### config.mk
export PLATFORM = sky130hd
export DESIGN_NAME = idma_desc_queue_nd
export DESIGN_NICKNAME = d
export VERILOG_FILES = /design/src/rtl/idma_desc_queue_nd.sv
export SDC_FILE = /design/constraint.sdc
export NUM_CORES = 1
export LEC_CHECK = 0
export CORE_MARGIN = 4
export CORE_UTILIZATION = 60
export DETAILED_ROUTE_END_ITERATION = 16
export MAX_ROUTING_LAYER = met4
export PLACE_DENSITY = 0.83
export SLEW_MARGIN = 20
export SYNTH_ARGS = -nofsm -noshare
export SYNTH_HDL_FRONTEND = slang
export SYNTH_SLANG_ARGS = --single-unit
### constraint.sdc
create_clock -name clk_i -period 5.2 [get_ports clk_i]
set_clock_uncertainty 0.05 [all_clocks]
set_input_delay 0.78 -clock clk_i [delete_from_list [all_inputs] [get_ports clk_i]]
set_output_delay 0.78 -clock clk_i [all_outputs]
set_load 0.005 [all_outputs]
### src/rtl/idma_desc_queue_nd.sv
// Multi-stream iDMA descriptor queue: per-stream FIFOs with transfer-ID assignment, round-robin issue
// and completion tracking. Define IDMA_DESC_QUEUE_BYPASS_EN for a same-cycle launch-to-issue bypass.
module idma_desc_queue_nd #(
    parameter int unsigned  NumStreams     = 4,
    parameter int unsigned  Depth          = 4,
    parameter int unsigned  MaxOutstanding = 8,
    parameter int unsigned  IdCounterWidth = 32,
    parameter type          dma_req_t      = logic,
    localparam int unsigned StreamW        = (NumStreams > 1) ? $clog2(NumStreams) : 1
) (
    input  logic                      clk_i,
    input  logic                      rst_i,
    input  logic [NumStreams-1:0]     launch_valid_i,
    output logic [NumStreams-1:0]     launch_ready_o,
    input  dma_req_t                  launch_req_i [NumStreams],
    output logic [IdCounterWidth-1:0] launch_id_o  [NumStreams],
    output logic                      req_valid_o,
    input  logic                      req_ready_i,
    output dma_req_t                  dma_req_o,
    output logic [IdCounterWidth-1:0] req_id_o,
    output logic [StreamW-1:0]        stream_idx_o,
    input  logic                      done_valid_i,
    input  logic [StreamW-1:0]        done_stream_i,
    output logic [IdCounterWidth-1:0] done_id_o    [NumStreams],
    output logic [NumStreams-1:0]     busy_o,
    output logic                      err_o
);

    localparam int unsigned PtrW = $clog2(Depth);
    localparam int unsigned CntW = $clog2(Depth + 1);
    localparam int unsigned OutW = $clog2(MaxOutstanding + 1);

    typedef logic [IdCounterWidth-1:0] id_t;
    typedef struct packed {
        dma_req_t req;
        id_t      id;
    } entry_t;

    // IDs never take the value 0: all-ones wraps to 1.
    function automatic id_t id_inc(input id_t id);
        return (&id) ? id_t'(1) : id + id_t'(1);
    endfunction

    entry_t             mem_q         [NumStreams][Depth];
    entry_t             mem_d         [NumStreams][Depth];
    logic [PtrW-1:0]    wr_ptr_q      [NumStreams];
    logic [PtrW-1:0]    wr_ptr_d      [NumStreams];
    logic [PtrW-1:0]    rd_ptr_q      [NumStreams];
    logic [PtrW-1:0]    rd_ptr_d      [NumStreams];
    logic [CntW-1:0]    count_q       [NumStreams];
    logic [CntW-1:0]    count_d       [NumStreams];
    id_t                next_id_q     [NumStreams];
    id_t                next_id_d     [NumStreams];
    id_t                done_id_q     [NumStreams];
    id_t                done_id_d     [NumStreams];
    logic [OutW-1:0]    outstanding_q [NumStreams];
    logic [OutW-1:0]    outstanding_d [NumStreams];
    logic [StreamW-1:0] rr_ptr_q, rr_ptr_d;
    logic [StreamW-1:0] lock_stream_q, lock_stream_d;
    logic               lock_q, lock_d;
    logic               err_q, err_d;

    logic [NumStreams-1:0] fifo_empty;
    logic [NumStreams-1:0] fifo_full;
    logic [NumStreams-1:0] launch_accept;
    logic [NumStreams-1:0] cand;
    logic                  grant_valid;
    logic [StreamW-1:0]    grant_idx;
    logic                  bypass_sel;
    logic                  handshake;
    entry_t                out_entry;

    always_comb begin
        for (int s = 0; s < NumStreams; s++) begin
            fifo_empty[s]     = (count_q[s] == '0);
            fifo_full[s]      = (count_q[s] == CntW'(Depth));
            launch_ready_o[s] = !fifo_full[s] && (outstanding_q[s] < OutW'(MaxOutstanding));
            launch_id_o[s]    = next_id_q[s];
            done_id_o[s]      = done_id_q[s];
            busy_o[s]         = !fifo_empty[s] || (outstanding_q[s] != '0);
        end
    end

    assign launch_accept = launch_valid_i & launch_ready_o;
    assign err_o         = err_q;

    // Grant: locked stream while a presented request waits, else first candidate from rr_ptr_q.
    always_comb begin
        int unsigned pos;
        // NOTE: every combinational output gets a default first, so no path can infer a latch.
        pos         = 0;
        cand        = ~fifo_empty;
`ifdef IDMA_DESC_QUEUE_BYPASS_EN
        cand[rr_ptr_q] = cand[rr_ptr_q] | launch_accept[rr_ptr_q];
`endif
        grant_valid = 1'b0;
        grant_idx   = '0;
        if (lock_q) begin
            grant_valid = 1'b1;
            grant_idx   = lock_stream_q;
        end else begin
            for (int unsigned k = 0; k < NumStreams; k++) begin
                pos = (32'(rr_ptr_q) + k) % NumStreams;
                if (!grant_valid && cand[StreamW'(pos)]) begin
                    grant_valid = 1'b1;
                    grant_idx   = StreamW'(pos);
                end
            end
        end

        out_entry = mem_q[grant_idx][rd_ptr_q[grant_idx]];
`ifdef IDMA_DESC_QUEUE_BYPASS_EN
        bypass_sel = grant_valid && !lock_q && fifo_empty[grant_idx];
        if (bypass_sel) begin
            out_entry.req = launch_req_i[grant_idx];
            out_entry.id  = next_id_q[grant_idx];
        end
`else
        bypass_sel = 1'b0;
`endif
        req_valid_o  = grant_valid && !rst_i;
        dma_req_o    = out_entry.req;
        req_id_o     = out_entry.id;
        stream_idx_o = grant_idx;
        handshake    = req_valid_o && req_ready_i;
    end

    always_comb begin
        logic push, pop, done_hit, done_ok;
        push          = 1'b0;
        pop           = 1'b0;
        done_hit      = 1'b0;
        done_ok       = 1'b0;
        mem_d         = mem_q;
        wr_ptr_d      = wr_ptr_q;
        rd_ptr_d      = rd_ptr_q;
        count_d       = count_q;
        next_id_d     = next_id_q;
        done_id_d     = done_id_q;
        outstanding_d = outstanding_q;
        rr_ptr_d      = rr_ptr_q;
        lock_d        = lock_q;
        lock_stream_d = lock_stream_q;

        for (int s = 0; s < NumStreams; s++) begin
            // A bypassed launch that is taken immediately never enters the FIFO.
            push = launch_accept[s] && !(bypass_sel && (grant_idx == StreamW'(s)) && req_ready_i);
            pop  = handshake && !bypass_sel && (grant_idx == StreamW'(s));
            if (push) begin
                mem_d[s][wr_ptr_q[s]] = '{req: launch_req_i[s], id: next_id_q[s]};
                wr_ptr_d[s]           = wr_ptr_q[s] + PtrW'(1);
            end
            if (pop) begin
                rd_ptr_d[s] = rd_ptr_q[s] + PtrW'(1);
            end
            count_d[s] = count_q[s] + CntW'(push) - CntW'(pop);
            if (launch_accept[s]) begin
                next_id_d[s] = id_inc(next_id_q[s]);
            end

            done_hit = done_valid_i && (done_stream_i == StreamW'(s)) && (outstanding_q[s] != '0);
            if (done_hit) begin
                done_id_d[s] = id_inc(done_id_q[s]);
                done_ok      = 1'b1;
            end
            outstanding_d[s] = outstanding_q[s] + OutW'(launch_accept[s]) - OutW'(done_hit);
        end

        // Out-of-range stream or nothing outstanding: the completion is dropped and flagged.
        err_d = done_valid_i && !done_ok;

        if (handshake) begin
            rr_ptr_d = (32'(grant_idx) == NumStreams - 1) ? '0 : grant_idx + StreamW'(1);
            lock_d   = 1'b0;
        end else if (req_valid_o) begin
            lock_d        = 1'b1;
            lock_stream_d = grant_idx;
        end
    end

    always_ff @(posedge clk_i) begin
        // NOTE: state uses non-blocking assignments so every flop samples pre-edge values.
        if (rst_i) begin
            for (int s = 0; s < NumStreams; s++) begin
                wr_ptr_q[s]      <= '0;
                rd_ptr_q[s]      <= '0;
                count_q[s]       <= '0;
                next_id_q[s]     <= id_t'(1);
                done_id_q[s]     <= '0;
                outstanding_q[s] <= '0;
            end
            rr_ptr_q      <= '0;
            lock_q        <= 1'b0;
            lock_stream_q <= '0;
            err_q         <= 1'b0;
        end else begin
            wr_ptr_q      <= wr_ptr_d;
            rd_ptr_q      <= rd_ptr_d;
            count_q       <= count_d;
            next_id_q     <= next_id_d;
            done_id_q     <= done_id_d;
            outstanding_q <= outstanding_d;
            rr_ptr_q      <= rr_ptr_d;
            lock_q        <= lock_d;
            lock_stream_q <= lock_stream_d;
            err_q         <= err_d;
        end
    end

    // NOTE: FIFO storage is deliberately not reset; count_q alone decides which entries are valid.
    always_ff @(posedge clk_i) begin
        mem_q <= mem_d;
    end

endmodule
==> results by group, run 1 <==
STA
  – Setup violators final: 0
  – Max-slew violations: 0
  – Peak Freq: 0.196 GHz
  – Period minus WS final: 5.11 ns
  – Hold Fails Final Rpt: 0
  – Least-Margin Pin Slew: 1.11 ns
  – Setup TNS: 0 ns
  – Fin crit share: 0.982
  – RSZ-0062 raised after global routing: no
  – Worst setup margin: just over 0.09 ns
  – Rel. slew slack: 0.262

Place
  – Gp weighted congestion: between 0.8 and 0.9
  – Dpl ws: roughly 0.65 ns
  – Placed wire-length estimate: about 65000 um
  – Number of buffers added on ports: about 310

Setup path
  – R2r startpoint: count_q[4]
  – Worst Reg-to-Reg Cells: 14
  – Crit path required time: about 4.4 ns
  – Worst setup path end: dma_req_o
  – Crit Path Category: reg2out
  – Highest net fanout along the worst path: roughly 160
  – CP startpoint kind: flop
  – Reg2reg end: count_q[2]
  – Crit. End Element: primary output
  – Crit. Startpoint: count_q[8]
  – CP arrival: 4.28 ns
  – Reg-to-reg slack, setup: 1.47 ns

Run
  – Max Cap Viol: 0

Worst hold path
  – Hold crit path type: reg2reg

Synth
  – Synthesized flop and latch total: ~830
  – Ys Warns: 0
  – Number of flops mapped to enable cells by yosys: around 530
  – Syn_nets: 3226
  – Gate Count Post-Synth: around 3200
  – Asr flop ratio synth: 0
  – Post-Syn Area: approximately 36000 um^2
  – Cell variety after synth: 66
  – Main flop type after synthesis: edfxtp_1
  – Synthesized area per cell: 11.6 um^2
  – Part of the Yosys area used for sequential elements: 0.604

Clocking
  – Root buffer cell: clkbuf_16
  – Sink Count: approximately 830
  – Reg clk slew, reported paths: around 0.060 ns
  – Max Buffers Root-to-Sink: 3
  – CTS Buf Count: 84
  – CTS tree: done
  – H-tree depth: 3
  – Worst-Skew Late Latency: between 0.6 and 0.7 ns

Die
  – Die Y-Extent: ~250 um
  – Starting Density: 0.604
  – Ports: approximately 320
  – Die area: between 60000 and 70000 um^2
  – Placeable Area: between 60000 and 70000 um^2
  – Die width: between 200 and 300 um
  – Num rows: 90

Detailed routing
  – Antenna-violating nets left: 0
  – Initial DRC count: roughly 3800
  – 1st-pass router iterations: 8
  – Post-DR vias/cell: 6.75
  – # DRC: 0
  – Routed via count: between 20000 and 30000
  – Routed WL: roughly 110000 um
  – Wire length per cell: 26.4 um

Power and ir drop
  – Peak supply drop: around 0.00092 V
  – PD cells: approximately 630 nW/um^2
  – Final Power: between 20 and 30 mW
  – Leak: between 10 and 15 nW

Cells and area
  – Multi-input logic area: approximately 13000 um^2
  – Leading cell type in the layout, fill and taps excluded: edfxtp_1
  – Most frequent cells in the layout: edfxtp_1 (528), nor2_1 (317), clkdlybuf4s50_1 (313)
  – Final net count: ~3500
  – Area Growth Syn to Fin: 18.3%
  – Share of cells above drive strength 1: 0.0672
  – Fillers: 3883
  – Sequential cell area: 22000 um^2

GRT
  – Vias in the first global route: 27566
  – Initial antenna violation count: 2
  – Largest net degree at the start of global routing: between 200 and 300
  – Gr usage total: 0.335
  – Gr ovfl total: 0
  – First-pass GRT wire length: approximately 160000 um

Outcome
  – Status: complete, no violations
[cell usage after synthesis, drive strengths merged, types with 43 or more instances]
cell	count	area, um^2
a32oi	266	2350
and3	50	313
buf	43	293
clkbuf	180	676
dfxtp	306	6130
edfxtp	528	15900
ha	53	663
inv	84	315
mux2i	101	1010
nand2	112	420
nand3	231	1160
nand4	71	444
nor2	318	1200
o21ai	295	1480
xnor2	103	902
xor2	140	1230
[how the worst min path moves through the flow]
stage,end,slack [ns],depth (start not counted),from
4_1_cts,lock_stream_q[0],0.44,2,lock_stream_q[0]
3_3_place_gp,lock_stream_q[0],0.41,2,lock_stream_q[0]
5_1_grt,lock_stream_q[0],0.46,2,lock_stream_q[0]
3_5_place_dp,lock_stream_q[0],0.43,2,lock_stream_q[0]
2_1_floorplan,lock_stream_q[0],0.39,2,lock_stream_q[0]
6_report,lock_stream_q[0],0.44,2,lock_stream_q[0]
[worst max-delay path: stages (launching register included)]
cell             delay [ns]
dfxtp_1                0.37
or3_4                  0.44
a22oi_2                0.26
o22a_4                 0.27
buf_12                 0.42
nand3_1                0.23
a32oi_1                0.30
mux2i_1                0.11
mux2i_1                0.35
clkdlybuf4s50_1        0.59
[layer usage]
layer	GRT usage	share of wire	routed length (um)	vias up
li1	-	-	-	12250
met1	0.426	0.35	39300	13732
met2	0.514	0.47	52100	2222
met3	0.0921	0.14	15400	396
met4	0.135	0.044	4940	0
met5	-	0	0	-
[power breakdown]
part	leakage (nW)	internal (mW)	switching, mW
sequential	7.33	7.75	0.344
clock	1.37	3.53	2.55
combinational	5.64	5.18	7.88
[state kept, by name (all words and copies together) (netlist names)]
name	cells
mem_q	528
done_id_o	128
launch_id_o	128
outstanding_q	16
count_q	12
rd_ptr_q	8
wr_ptr_q	8
lock_stream_q	2
rr_ptr_q	2
err_o	1
lock_q	1
[what timing repair did]
item,CTS,global route
gates cloned,0,4
setup endpoints to repair,3,26
buffers inserted,0,2
gates resized for setup,2,9
pin swaps,0,1
hold buffers,0,0
[stage by stage]
step                instances  hold WS [ns]   util  area (um^2)
finish                   4235         0.440  0.715        43100
global route             4235         0.459  0.715        43100
CTS                      4226         0.439  0.712        42900
detailed placement       4069         0.430  0.666        40100
global placement         4069         0.410  0.666        40100
floorplan                3151         0.394      -        36400
[final cells by class]
| class | instances | area share |
|---|---|---|
| flip-flops and latches | 834 | 0.510 |
| multi-input cells | 2010 | 0.307 |
| repair buffers | 366 | 0.0876 |
| clock buffers | 132 | 0.0600 |
| well taps | 782 | 0.0227 |
| inverters | 84 | 0.00732 |
| clock inverters | 25 | 0.00488 |
| diodes | 2 | 0.000116 |
[kinds of logic (layout without fill, tap and decap cells)]
logic type | count (synthesis) | after routing | share of synthesized area
AOI/OAI and AO/OA | 643 | 643 | 0.121
and+or+nand+nor | 961 | 961 | 0.131
adders and majority gates | 61 | 61 | 0.0226
xor gates and xnor gates | 243 | 243 | 0.0585
muxes | 102 | 102 | 0.0284
other | 0 | 2 | 0
buffers and inverters | 307 | 607 | 0.0353
DFF | 834 | 834 | 0.604
No activity file was read; power rests on OpenSTA's default activity.
==> inputs of run 2 (changes only) <==
--- a/config.mk
+++ b/config.mk
@@ -6,10 +6,11 @@
 export NUM_CORES = 1
 export LEC_CHECK = 0
 export CORE_MARGIN = 4
-export CORE_UTILIZATION = 60
+export CORE_UTILIZATION = 57
 export DETAILED_ROUTE_END_ITERATION = 16
+export GPL_ROUTABILITY_DRIVEN = 0
 export MAX_ROUTING_LAYER = met4
-export PLACE_DENSITY = 0.83
+export PLACE_DENSITY = 0.8
 export SLEW_MARGIN = 20
 export SYNTH_ARGS = -nofsm -noshare
 export SYNTH_HDL_FRONTEND = slang
==> results by group, run 2 (synthesis gave the netlist of run 1 again) <==
Outcome
  – Status: complete, no violations

Setup path
  – R2r startpoint: launch_id_o[103]
  – Crit-path most repeated cell: mux2i_1
  – CP startpoint kind: flop
  – Worst Reg-to-Reg Cells: 7 (-7)
  – Highest net fanout along the worst path: 24 (-85%)
  – Slowest stage cell, crit path: clkdlybuf4s50_1
  – CP Cell Sequence: nor4b_1 > a22oi_1 > o22ai_4 > o21ai_1 > a32oi_4 > buf_12 > buf_4 > mux2i_1 > mux2i_1 > clkdlybuf4s50_1
  – Reg2reg end: launch_id_o[120]
  – Crit. End Element: primary output
  – Crit path required time: 4.37 ns (about the same)
  – CP arrival: 4.33 ns (+0.05 ns)
  – Crit Path Category: reg2out
  – Reg-to-reg slack, setup: 1.13 ns (-0.34 ns)
  – Worst path max stage delay: 0.60 ns (about the same)

Power and ir drop
  – Final Power: 26.8 mW (-1.6%)
  – Leak: 14.3 nW (-0.34%)
  – Peak supply drop: 0.000664 V (-28%)
  – PD cells: 623 nW/um^2 (-1.4%)

Clocking
  – Sink Count: 834 (unchanged)
  – CTS tree: done
  – CTS Buf Count: 84 (unchanged)
  – H-tree depth: 3 (unchanged)
  – Hold Buf Count CTS: 0 (unchanged)
  – Root buffer cell: clkbuf_16
  – Reg clk slew, reported paths: 0.06 ns (about the same)
  – Max Buffers Root-to-Sink: 3 (unchanged)
  – Worst-Skew Late Latency: 0.64 ns (about the same)

Detailed routing
  – Antenna-violating nets left: 0 (unchanged)
  – 1st-pass router iterations: 7 (-1)
  – Initial DRC count: 3655 (-4.2%)
  – Wire length per cell: 25.6 um (-2.8%)
  – Post-DR vias/cell: 6.61 (-2.1%)
  – Routed WL: 110000 um (-1.2%)
  – # DRC: 0 (unchanged)
  – Routed via count: 28456 (-0.50%)

Cells and area
  – Max reg flops: 528 (unchanged)
  – Largest Register: mem_q
  – Final cell count without fillers: 4305 (+1.7%)
  – Most frequent cells in the layout: edfxtp_1 (528), nor2_1 (317), clkdlybuf4s50_1 (313)
  – Final design utilization: 0.680 (-0.0348)
  – Share of cells above drive strength 1: 0.0711 (+0.00391)
  – Final instance area: 43000 um^2 (-0.20%)
  – Leading cell type in the layout, fill and taps excluded: edfxtp_1
  – Area Growth Syn to Fin: 18.1%
  – Fillers: 4298 (+11%)
  – Final net count: 3462 (+0.20%)

Place
  – Placed Cells: 4144 (+1.8%)
  – Number of buffers added on ports: 314 (unchanged)
  – Dpl ws: 0.466 ns (-0.182 ns)
  – Cell Area, Placed: 40200 um^2 (+0.31%)
  – Placed wire-length estimate: 68000 um (+5.1%)

STA
  – Setup violators final: 0 (unchanged)
  – Fin crit share: 0.993 (+0.0112)
  – Max-slew violations: 0 (unchanged)
  – Hold Fails Final Rpt: 0 (unchanged)
  – Least-Margin Pin Slew: 1.17 ns (+0.0619 ns)
  – Period minus WS final: 5.16 ns (+0.0583 ns)
  – Setup TNS: 0 ns (unchanged)
  – RSZ-0062 raised after global routing: yes
  – Rel. slew slack: 0.221 (-0.0413)
  – Fin Hold WS: 0.448 ns (+0.00811 ns)
  – Worst setup margin: 0.0353 ns (-0.0583 ns)
  – Peak Freq: 0.194 GHz (-1.1%)

Run
  – Max Cap Viol: 0 (unchanged)

GRT
  – Gr usage total: 0.321 (-0.0135)
  – Gr ovfl total: 0 (unchanged)
  – Initial antenna violation count: 1 (-1)
  – First-pass GRT wire length: 164000 um (+0.78%)
  – Largest net degree at the start of global routing: 193 (-27%)
  – Vias in the first global route: 27898 (+1.2%)

Die
  – Die area: 68000 um^2 (+5.1%)
  – Ports: 315 (unchanged)
  – Placeable Area: 63200 um^2 (+4.9%)
  – Starting Density: 0.576 (-0.0282)
  – Die Y-Extent: 261 um (+2.5%)
  – Num rows: 92 (+2.2%)
  – Die width: 261 um (+2.5%)

Worst hold path
  – Hold Crit Depth: 2 (unchanged)
  – Worst Hold End: wr_ptr_q[5]
  – Min-delay src: wr_ptr_q[5]
  – Hold crit path type: reg2reg
-- run 2: changes by cell type in the layout (fill, tap and decap cells not counted), moves of 3 or more --
cell / previous run / this run
buf_4: 35 / 46
buf_16: 3 / 0
clkbuf_16: 94 / 86
clkbuf_8: 15 / 8
clkbuf_1: 24 / 11
clkinv_1: 9 / 15
clkinv_2: 7 / 21
buf_12: 10 / 7
clkinvlp_2: 0 / 3
bufinv_16: 2 / 5
-- run 2: worst max path at each step --
stage	startpoint	cells past startpoint	end
after global placement	count_q[4]	10	req_id_o[29]
after floorplan	count_q[10]	17	count_q[5]
after detailed placement	count_q[4]	10	req_id_o[29]
after CTS	count_q[4]	10	req_id_o[29]
after global routing	count_q[0]	10	req_id_o[7]
final	rr_ptr_q[1]	10	req_id_o[29]
-- run 2: worst max-delay path: cells and delay by family (launching register included) --
kind | cells | cell delay [ns]
buffers and inverters | 3 | 1.20
and+or+nand+nor | 1 | 0.45
AOI/OAI and AO/OA | 4 | 1.09
DFF | 1 | 0.50
muxes | 2 | 0.46
-- run 2: area by class of cell --
| cell class | count | area (um^2) | share of cell area |
|---|---|---|---|
| Sequential cell | 834 | 22000 | 0.511 |
| Inverter | 84 | 315 | 0.00733 |
| Clock buffer | 105 | 2290 | 0.0532 |
| Clock inverter | 52 | 409 | 0.00952 |
| Timing Repair Buffer | 371 | 3690 | 0.0858 |
| Tap cell | 846 | 1060 | 0.0246 |
| Antenna cell | 1 | 2.50 | 0.0000582 |
| Multi-Input combinational cell | 2012 | 13300 | 0.308 |
-- run 2: timing repair --
| item | 4_1_cts | 5_1_grt |
|---|---|---|
| endpoints found under the setup margin | 15 | 14 |
| buffers inserted | 0 | 0 |
| pin swaps | 1 | 0 |
| hold endpoints to repair | 0 | 0 |
| cloned | 2 | 1 |
| resized for setup | 2 | 7 |
-- run 2: where the power goes --
part           internal [mW]  switching, mW  total [mW]
sequential              7.74          0.339        8.08
clock                   3.38           2.56        5.94
combinational           5.03           7.73        12.8
total                   16.2           10.6        26.8
-- run 2: layer usage --
metal / wire length, um / global-route usage
met1: 39800 / 0.400
met2: 51600 / 0.503
met3: 13900 / 0.0843
met4: 4970 / 0.133
met5: 0 / -
